File: config.mk
export PLATFORM = sky130hd
export DESIGN_NAME = seg7_scan_capture
export DESIGN_NICKNAME = d
export VERILOG_FILES = /design/src/rtl/seg7_pkg.sv /design/src/rtl/seg7_pattern_decode.sv /design/src/rtl/seg7_scan_capture.sv
export SDC_FILE = /design/constraint.sdc
export NUM_CORES = 1
export LEC_CHECK = 0
export BUFFER_PORTS_ARGS = -buffer_cell sky130_fd_sc_hd__buf_2
export CAP_MARGIN = 5
export CORE_MARGIN = 5
export CORE_UTILIZATION = 45
export CTS_BUF_LIST = sky130_fd_sc_hd__clkbuf_2
export DETAILED_ROUTE_END_ITERATION = 7
export HOLD_SLACK_MARGIN = 0.05
export PLACE_DENSITY = 0.63
export REMOVE_ABC_BUFFERS = 1
export SYNTH_ARGS = -nofsm -noshare
export SYNTH_HDL_FRONTEND = slang
export SYNTH_SLANG_ARGS = --single-unit
File: constraint.sdc
create_clock -name clk_100MHz -period 4 [get_ports clk_100MHz]
set_clock_uncertainty 0.2 [all_clocks]
set_input_delay 0.2 -clock clk_100MHz [delete_from_list [all_inputs] [get_ports clk_100MHz]]
set_output_delay 0.2 -clock clk_100MHz [all_outputs]
set_load 0.005 [all_outputs]
File: src/rtl/seg7_pkg.sv
// ============================================================================
// seg7_pkg : shared 7-segment constants, anode codes and capture FSM encoding
// Rev 1.0
// ============================================================================
`default_nettype none

package seg7_pkg;

  typedef enum logic [1:0] {
    ST_IDLE = 2'd0,
    ST_D3   = 2'd1,
    ST_D2   = 2'd2,
    ST_D1   = 2'd3
  } state_t;

  // Anode codes are one-cold; 1111 is the blanking interval between slots
  localparam logic [3:0] c_anode_blank = 4'b1111;
  localparam logic [3:0] c_anode_d3    = 4'b0111;
  localparam logic [3:0] c_anode_d2    = 4'b1011;
  localparam logic [3:0] c_anode_d1    = 4'b1101;
  localparam logic [3:0] c_anode_d0    = 4'b1110;

  // Active-low segment patterns, bit6=a ... bit0=g
  localparam logic [6:0] c_seg_0   = 7'b0000001;
  localparam logic [6:0] c_seg_1   = 7'b1001111;
  localparam logic [6:0] c_seg_2   = 7'b0010010;
  localparam logic [6:0] c_seg_3   = 7'b0000110;
  localparam logic [6:0] c_seg_4   = 7'b1001100;
  localparam logic [6:0] c_seg_5   = 7'b0100100;
  localparam logic [6:0] c_seg_6   = 7'b0100000;
  localparam logic [6:0] c_seg_7   = 7'b0001111;
  localparam logic [6:0] c_seg_8   = 7'b0000000;
  localparam logic [6:0] c_seg_9   = 7'b0000100;
  localparam logic [6:0] c_seg_off = 7'b1111111;

  localparam int unsigned c_settle_cycles_default  = 16;
  localparam int unsigned c_timeout_cycles_default = 1048576;

  function automatic logic [13:0] bcd_to_bin(input logic [15:0] bcd);
    return 14'(bcd[15:12]) * 14'd1000 + 14'(bcd[11:8]) * 14'd100 +
           14'(bcd[7:4]) * 14'd10 + 14'(bcd[3:0]);
  endfunction

endpackage

`default_nettype wire

File: src/rtl/seg7_pattern_decode.sv
// ============================================================================
// seg7_pattern_decode : active-low segment pattern -> {legal, bcd}
// Rev 1.0
// ============================================================================
`default_nettype none

module seg7_pattern_decode
  import seg7_pkg::*;
(
  input  logic [6:0] pattern,
  output logic       legal,
  output logic [3:0] bcd
);

  always_comb begin
    legal = 1'b1;
    bcd   = 4'd0;
    case (pattern)
      c_seg_0: bcd = 4'd0;
      c_seg_1: bcd = 4'd1;
      c_seg_2: bcd = 4'd2;
      c_seg_3: bcd = 4'd3;
      c_seg_4: bcd = 4'd4;
      c_seg_5: bcd = 4'd5;
      c_seg_6: bcd = 4'd6;
      c_seg_7: bcd = 4'd7;
      c_seg_8: bcd = 4'd8;
      c_seg_9: bcd = 4'd9;
      default: legal = 1'b0;
    endcase
  end

endmodule

`default_nettype wire

File: src/rtl/seg7_scan_capture.sv
// ============================================================================
// seg7_scan_capture : samples a scanned 4-digit 7-segment bus and rebuilds frames
// Rev 1.0
// ============================================================================
`default_nettype none

module seg7_scan_capture
  import seg7_pkg::*;
#(
  parameter int unsigned SETTLE_CYCLES  = c_settle_cycles_default,
  parameter int unsigned TIMEOUT_CYCLES = c_timeout_cycles_default
) (
  input  logic        clk_100MHz,
  input  logic        reset_n,
  input  logic [3:0]  anode_in,
  input  logic [6:0]  seg_in,
  output logic [15:0] digits_out,
  output logic [13:0] value_out,
  output logic        frame_valid,
  output logic        seg_error,
  output logic        frame_error,
  output logic        stall
);

  localparam int unsigned c_settle_w  = $clog2(SETTLE_CYCLES + 1);
  localparam int unsigned c_timeout_w = $clog2(TIMEOUT_CYCLES + 1);
  localparam logic [c_settle_w-1:0]  c_settle_max  = c_settle_w'(SETTLE_CYCLES);
  localparam logic [c_timeout_w-1:0] c_timeout_max = c_timeout_w'(TIMEOUT_CYCLES);
  localparam logic [c_timeout_w-1:0] c_timeout_end = c_timeout_w'(TIMEOUT_CYCLES - 1);

  logic [3:0]             r_anode_s1, r_anode_s2;
  logic [6:0]             r_seg_s1, r_seg_s2;
  logic [c_settle_w-1:0]  r_stable;
  logic [c_timeout_w-1:0] r_timeout;
  logic                   r_captured;
  state_t                 r_state;
  logic                   r_bad;
  logic [3:0]             r_d3, r_d2, r_d1;

  logic       w_change, w_anode_change, w_sample, w_timeout_hit;
  logic       w_one_cold, w_legal;
  logic [3:0] w_bcd, w_expected;

  // Comparing the two synchroniser stages flags a change one cycle early,
  // so the counters restart on the same edge the new value lands in stage 2.
  assign w_anode_change = (r_anode_s1 != r_anode_s2);
  assign w_change       = w_anode_change || (r_seg_s1 != r_seg_s2);
  assign w_sample       = (r_stable == c_settle_max) && !r_captured;
  assign w_timeout_hit  = (r_timeout == c_timeout_end) && !w_anode_change;
  assign w_one_cold     = (r_anode_s2 == c_anode_d3) || (r_anode_s2 == c_anode_d2) ||
                          (r_anode_s2 == c_anode_d1) || (r_anode_s2 == c_anode_d0);

  seg7_pattern_decode u_decode (
    .pattern (r_seg_s2),
    .legal   (w_legal),
    .bcd     (w_bcd)
  );

  always_comb begin
    w_expected = c_anode_d3;
    case (r_state)
      ST_D3:   w_expected = c_anode_d2;
      ST_D2:   w_expected = c_anode_d1;
      ST_D1:   w_expected = c_anode_d0;
      default: w_expected = c_anode_d3;
    endcase
  end

  always_ff @(posedge clk_100MHz or negedge reset_n) begin
    if (!reset_n) begin
      r_anode_s1 <= c_anode_blank;
      r_anode_s2 <= c_anode_blank;
      r_seg_s1   <= c_seg_off;
      r_seg_s2   <= c_seg_off;
      r_stable   <= '0;
      r_captured <= 1'b0;
      r_timeout  <= '0;
      stall      <= 1'b0;
    end else begin
      r_anode_s1 <= anode_in;
      r_anode_s2 <= r_anode_s1;
      r_seg_s1   <= seg_in;
      r_seg_s2   <= r_seg_s1;

      if (w_change)
        r_stable <= '0;
      else if (r_stable != c_settle_max)
        r_stable <= r_stable + c_settle_w'(1);

      if (w_anode_change)
        r_captured <= 1'b0;
      else if (w_sample)
        r_captured <= 1'b1;

      if (w_anode_change) begin
        r_timeout <= '0;
        stall     <= 1'b0;
      end else if (w_timeout_hit) begin
        r_timeout <= c_timeout_max;
        stall     <= 1'b1;
      end else if (r_timeout != c_timeout_max) begin
        r_timeout <= r_timeout + c_timeout_w'(1);
      end
    end
  end

  always_ff @(posedge clk_100MHz or negedge reset_n) begin
    if (!reset_n) begin
      r_state     <= ST_IDLE;
      r_bad       <= 1'b0;
      r_d3        <= 4'd0;
      r_d2        <= 4'd0;
      r_d1        <= 4'd0;
      digits_out  <= 16'd0;
      value_out   <= 14'd0;
      frame_valid <= 1'b0;
      seg_error   <= 1'b0;
      frame_error <= 1'b0;
    end else begin
      frame_valid <= 1'b0;
      seg_error   <= 1'b0;
      frame_error <= 1'b0;

      if (w_sample && (r_anode_s2 != c_anode_blank)) begin
        seg_error <= !w_legal;
        if (!w_one_cold) begin
          frame_error <= 1'b1;
          r_state     <= ST_IDLE;
        end else if (r_state == ST_IDLE || r_anode_s2 != w_expected) begin
          // A thousands slot always (re)starts a frame; anything else out of order aborts it
          if (r_state != ST_IDLE)
            frame_error <= 1'b1;
          if (r_anode_s2 == c_anode_d3) begin
            r_state <= ST_D3;
            r_bad   <= !w_legal;
            r_d3    <= w_bcd;
          end else begin
            r_state <= ST_IDLE;
          end
        end else begin
          r_bad <= r_bad || !w_legal;
          case (r_state)
            ST_D3: begin
              r_d2    <= w_bcd;
              r_state <= ST_D2;
            end
            ST_D2: begin
              r_d1    <= w_bcd;
              r_state <= ST_D1;
            end
            default: begin
              if (!r_bad && w_legal) begin
                digits_out  <= {r_d3, r_d2, r_d1, w_bcd};
                value_out   <= bcd_to_bin({r_d3, r_d2, r_d1, w_bcd});
                frame_valid <= 1'b1;
              end
              r_state <= ST_IDLE;
            end
          endcase
        end
      end

      if (w_timeout_hit)
        r_state <= ST_IDLE;
    end
  end

endmodule

`default_nettype wire

==> reports/qor.csv <==
stage;metric;value;unit
outcome;status;complete, but fails checks;
outcome;failing checks;negative setup slack;
logic_synthesis;synthesized cell area;0.00592;mm^2
power_and_ir_drop;VDD IR max;0.204;mV
timing;Slew HR;49.4;%
worst_setup_path;Worst Path Required;4.33;ns
drt;total wire length;11.9;mm
worst_setup_path;CP cell instances;fa_1, inv_2, fa_1, inv_2, ha_4, inv_2, o21bai_1, xor2_1, ha_1, ha_4, ha_4, nor3_4, o2111ai_2, o211ai_1, buf_4, xor2_1, o21ai_1;
layout;non-filler cells, final;837;
clock_network;CTS buffer count;9;
layout;design area;0.00720;mm^2
logic_synthesis;FFs w/ async S/R, synth;100;%
clock_network;clock tree buffer depth;2;
logic_synthesis;top-area cell type share of the netlist area;31.7;%
floorplan;# IOs;47;
logic_synthesis;Yosys Warn Count;0;
drt;post-detailed-route count of antenna-violating nets;0;
logic_synthesis;number of synthesized flops with an enable pin;0;
floorplan;Die W;125;um
timing;Hold Vio Cnt, Final;0;
global_routing;first-pass GRT wire length;20.8;mm
worst_setup_path;CP startpoint kind;register;
floorplan;Core ar.;0.0131;mm^2
placed_design;Post-Place Setup Slack;-0.346;ns
floorplan;die area;0.0155;mm^2
logic_synthesis;Post-Syn Area per Cell;10.6;um^2
worst_setup_path;slowest CP cell;fa_1;
timing;final number of max-transition violations;0;
clock_network;Root Driver;clkbuf_2;
power_and_ir_drop;Tot Pwr;1.61;mW
worst_setup_path;FF-to-FF End;value_out[10];
placed_design;PortBufs;46;
min_path;hold worst-path end;r_seg_s2[0];
timing;worst setup margin;-0.190;ns
logic_synthesis;synth top area cells;dfrtp_1 (32%), ha_1 (12%), dfstp_2 (9.8%);
timing;endpoints failing setup;4;
worst_setup_path;reg2reg start;r_d3[1];
drt;DRT Pass-1 Iters;4;
logic_synthesis;Unique masters post-synth;58;
logic_synthesis;Seq/Total Area, Yosys;41.5;%
min_path;Hold Startpoint;r_seg_s1[0];
timing;RSZ-0062 raised after global routing;yes;
floorplan;die height;125;um
drt;DRC viols;0;
layout;Finished Core Util;55.0;%
layout;ant diodes;0;
flow_run;max cap viols;0;
placed_design;placed cell area;0.00647;mm^2
floorplan;Rows;42;
clock_network;CTS tree;built;
layout;Final #Nets;744;
timing;worst hold margin;0.190;ns
timing;fin crit period;4.19;ns
worst_setup_path;CP delay by family, top;adder cells;
timing;final worst-path cycle share;105;%
global_routing;GRT Util Overall;16.2;%
worst_setup_path;Worst Setup Path Type;register to register;
global_routing;vias in the first global route;4451;
drt;First DRT Iteration DRCs;178;
clock_network;worst skew pair latency;0.61;ns
global_routing;antenna violations before repair;0;
clock_network;H-tree Lvls;3;
min_path;HP Class;register to register;
logic_synthesis;Main synth FF type;dfrtp_1;
layout;Area Growth Syn to Fin;21.7;%
worst_setup_path;worst r2r path cells;17;
worst_setup_path;CP Buf/Inv Count;4;
global_routing;GRT overflow;0;
power_and_ir_drop;Pleak;3.43;nW
min_path;worst hold stages;0;
global_routing;largest net degree at the start of global routing;57;
drt;WL per Instance;14.2;um
timing;setup TNS after final layout;-0.715;ns
worst_setup_path;crit path capture type;register;
placed_design;placed insts;790;
worst_setup_path;crit-path max cell delay;0.58;ns
floorplan;initial core utilization;45.2;%
placed_design;RePlAce Congestion;0.821;
worst_setup_path;CP Max Fanout;4;
drt;DR vias/cell;5.00;
clock_network;clock sink total;97;
timing;Least-Margin Pin Slew;0.758;ns
worst_setup_path;reg2reg setup slack;-0.19;ns
logic_synthesis;synthesized instance count;558;
logic_synthesis;leading area contributor after synthesis;dfrtp_1;
power_and_ir_drop;pwr dens;223;mW/mm^2
logic_synthesis;Synth Register Bits;97;
timing;f_max;0.239;GHz
layout;layout cell share with drive strength beyond 1;28.6;%
clock_network;clk slew on worst S/H paths;0.28;ns
drt;DR vias;4182;
worst_setup_path;arrival time at the worst endpoint;4.52;ns
placed_design;hpwl dp;8.17;mm
==> cell usage in the layout, fill, tap and decap left out, types with 11 or more instances in the layout <==
cell type	synthesis	layout
buf_2	5	45
ha_4	0	15
xnor2_1	20	18
nand2_1	48	46
buf_4	5	35
dlygate4sd3_1	0	24
xor2_1	33	33
a21oi_1	16	12
dfstp_2	22	22
o21ai_0	13	11
fa_1	17	17
dfrtp_1	75	73
ha_1	58	42
nor2_1	43	43
inv_1	56	50
o21ai_1	14	15
==> flip-flops by register name, summed over array words and instances, names as in the netlist, 2 cells and up <==
name,count
r_state,2
r_timeout,21
digits_out,16
r_d1,4
r_d2,4
r_stable,5
r_seg_s1,7
r_anode_s2,4
r_anode_s1,4
r_seg_s2,7
value_out,13
r_d3,4
==> synthesized netlist by cell type (all sizes together) (5+ instances only) <==
master / count
dfrtp: 75
nand2: 48
a21oi: 16
buf: 13
ha: 58
o21ai: 27
clkbuf: 7
nand3: 13
nor3: 7
inv: 56
nor2b: 7
xnor2: 20
dfstp: 22
xor2: 33
o21a: 5
fa: 17
nand4: 5
nor4: 8
nor2: 43
mux2: 17
or3: 6
==> worst register-to-register path: cells and delay by family, from the launching register on <==
family	cells	cell delay, ns
adder cells (fa/ha/maj)	6	2.06
AO/OA/AOI/OAI	4	0.53
flip-flops	1	0.51
XOR/XNOR	2	0.34
buffers and inverters	4	0.28
AND/OR/NAND/NOR	1	0.20
==> area by class of cell <==
cell class / count / area [um^2]
Fill cell: 1151 / 5880
Multi-Input combinational cell: 385 / 3420
Sequential cell: 97 / 2460
Timing Repair Buffer: 107 / 778
Tap cell: 176 / 220
Inverter: 56 / 210
Clock inverter: 7 / 68.8
Clock buffer: 9 / 45.0
==> worst max-delay path by stage <==
stage                  from            end  slack (ns)  cells past startpoint
detailed placement  r_d3[1]  value_out[13]       -0.35                     14
global placement    r_d3[1]  value_out[13]       -0.28                     14
CTS                 r_d3[2]  value_out[13]       -0.09                     14
finish              r_d3[1]  value_out[10]       -0.19                     17
floorplan           r_d3[2]  value_out[13]       -0.25                     16
global route        r_d3[1]  value_out[10]       -0.42                     17
==> metal layers <==
metal,routed length (um),part of all wire (%),global-route usage (%)
met1,5320,45,20.0
met2,6010,51,28.0
met3,322,2.7,2.70
met4,229,1.9,6.71
met5,0,0,0
==> where the power goes <==
part / switching, mW / leakage (nW) / internal (mW)
logic: 0.0436 / 2.08 / 0.0403
registers: 0.0178 / 1.28 / 1.01
clock network: 0.355 / 0.0697 / 0.143
==> what timing repair did <==
item / 4_1_cts / 5_1_grt
hold buffers: 25 / 0
pin swaps: 31 / 24
hold endpoints to repair: 81 / 0
setup buffers: 5 / 1
endpoints found under the setup margin: 6 / 6
gates resized for setup: 28 / 24
==> kinds of logic (layout without fill, tap and decap cells) <==
family	count (synthesis)	after routing	synth area share (%)
AOI/OAI and AO/OA	80	80	9.53
DFF	97	97	41.5
xor gates and xnor gates	53	53	7.84
and+or+nand+nor	157	157	13.3
buffers and inverters	76	179	5.62
adders and majority gates	75	75	18.0
muxes	20	20	4.19
No activity file was read; power rests on OpenSTA's default activity.
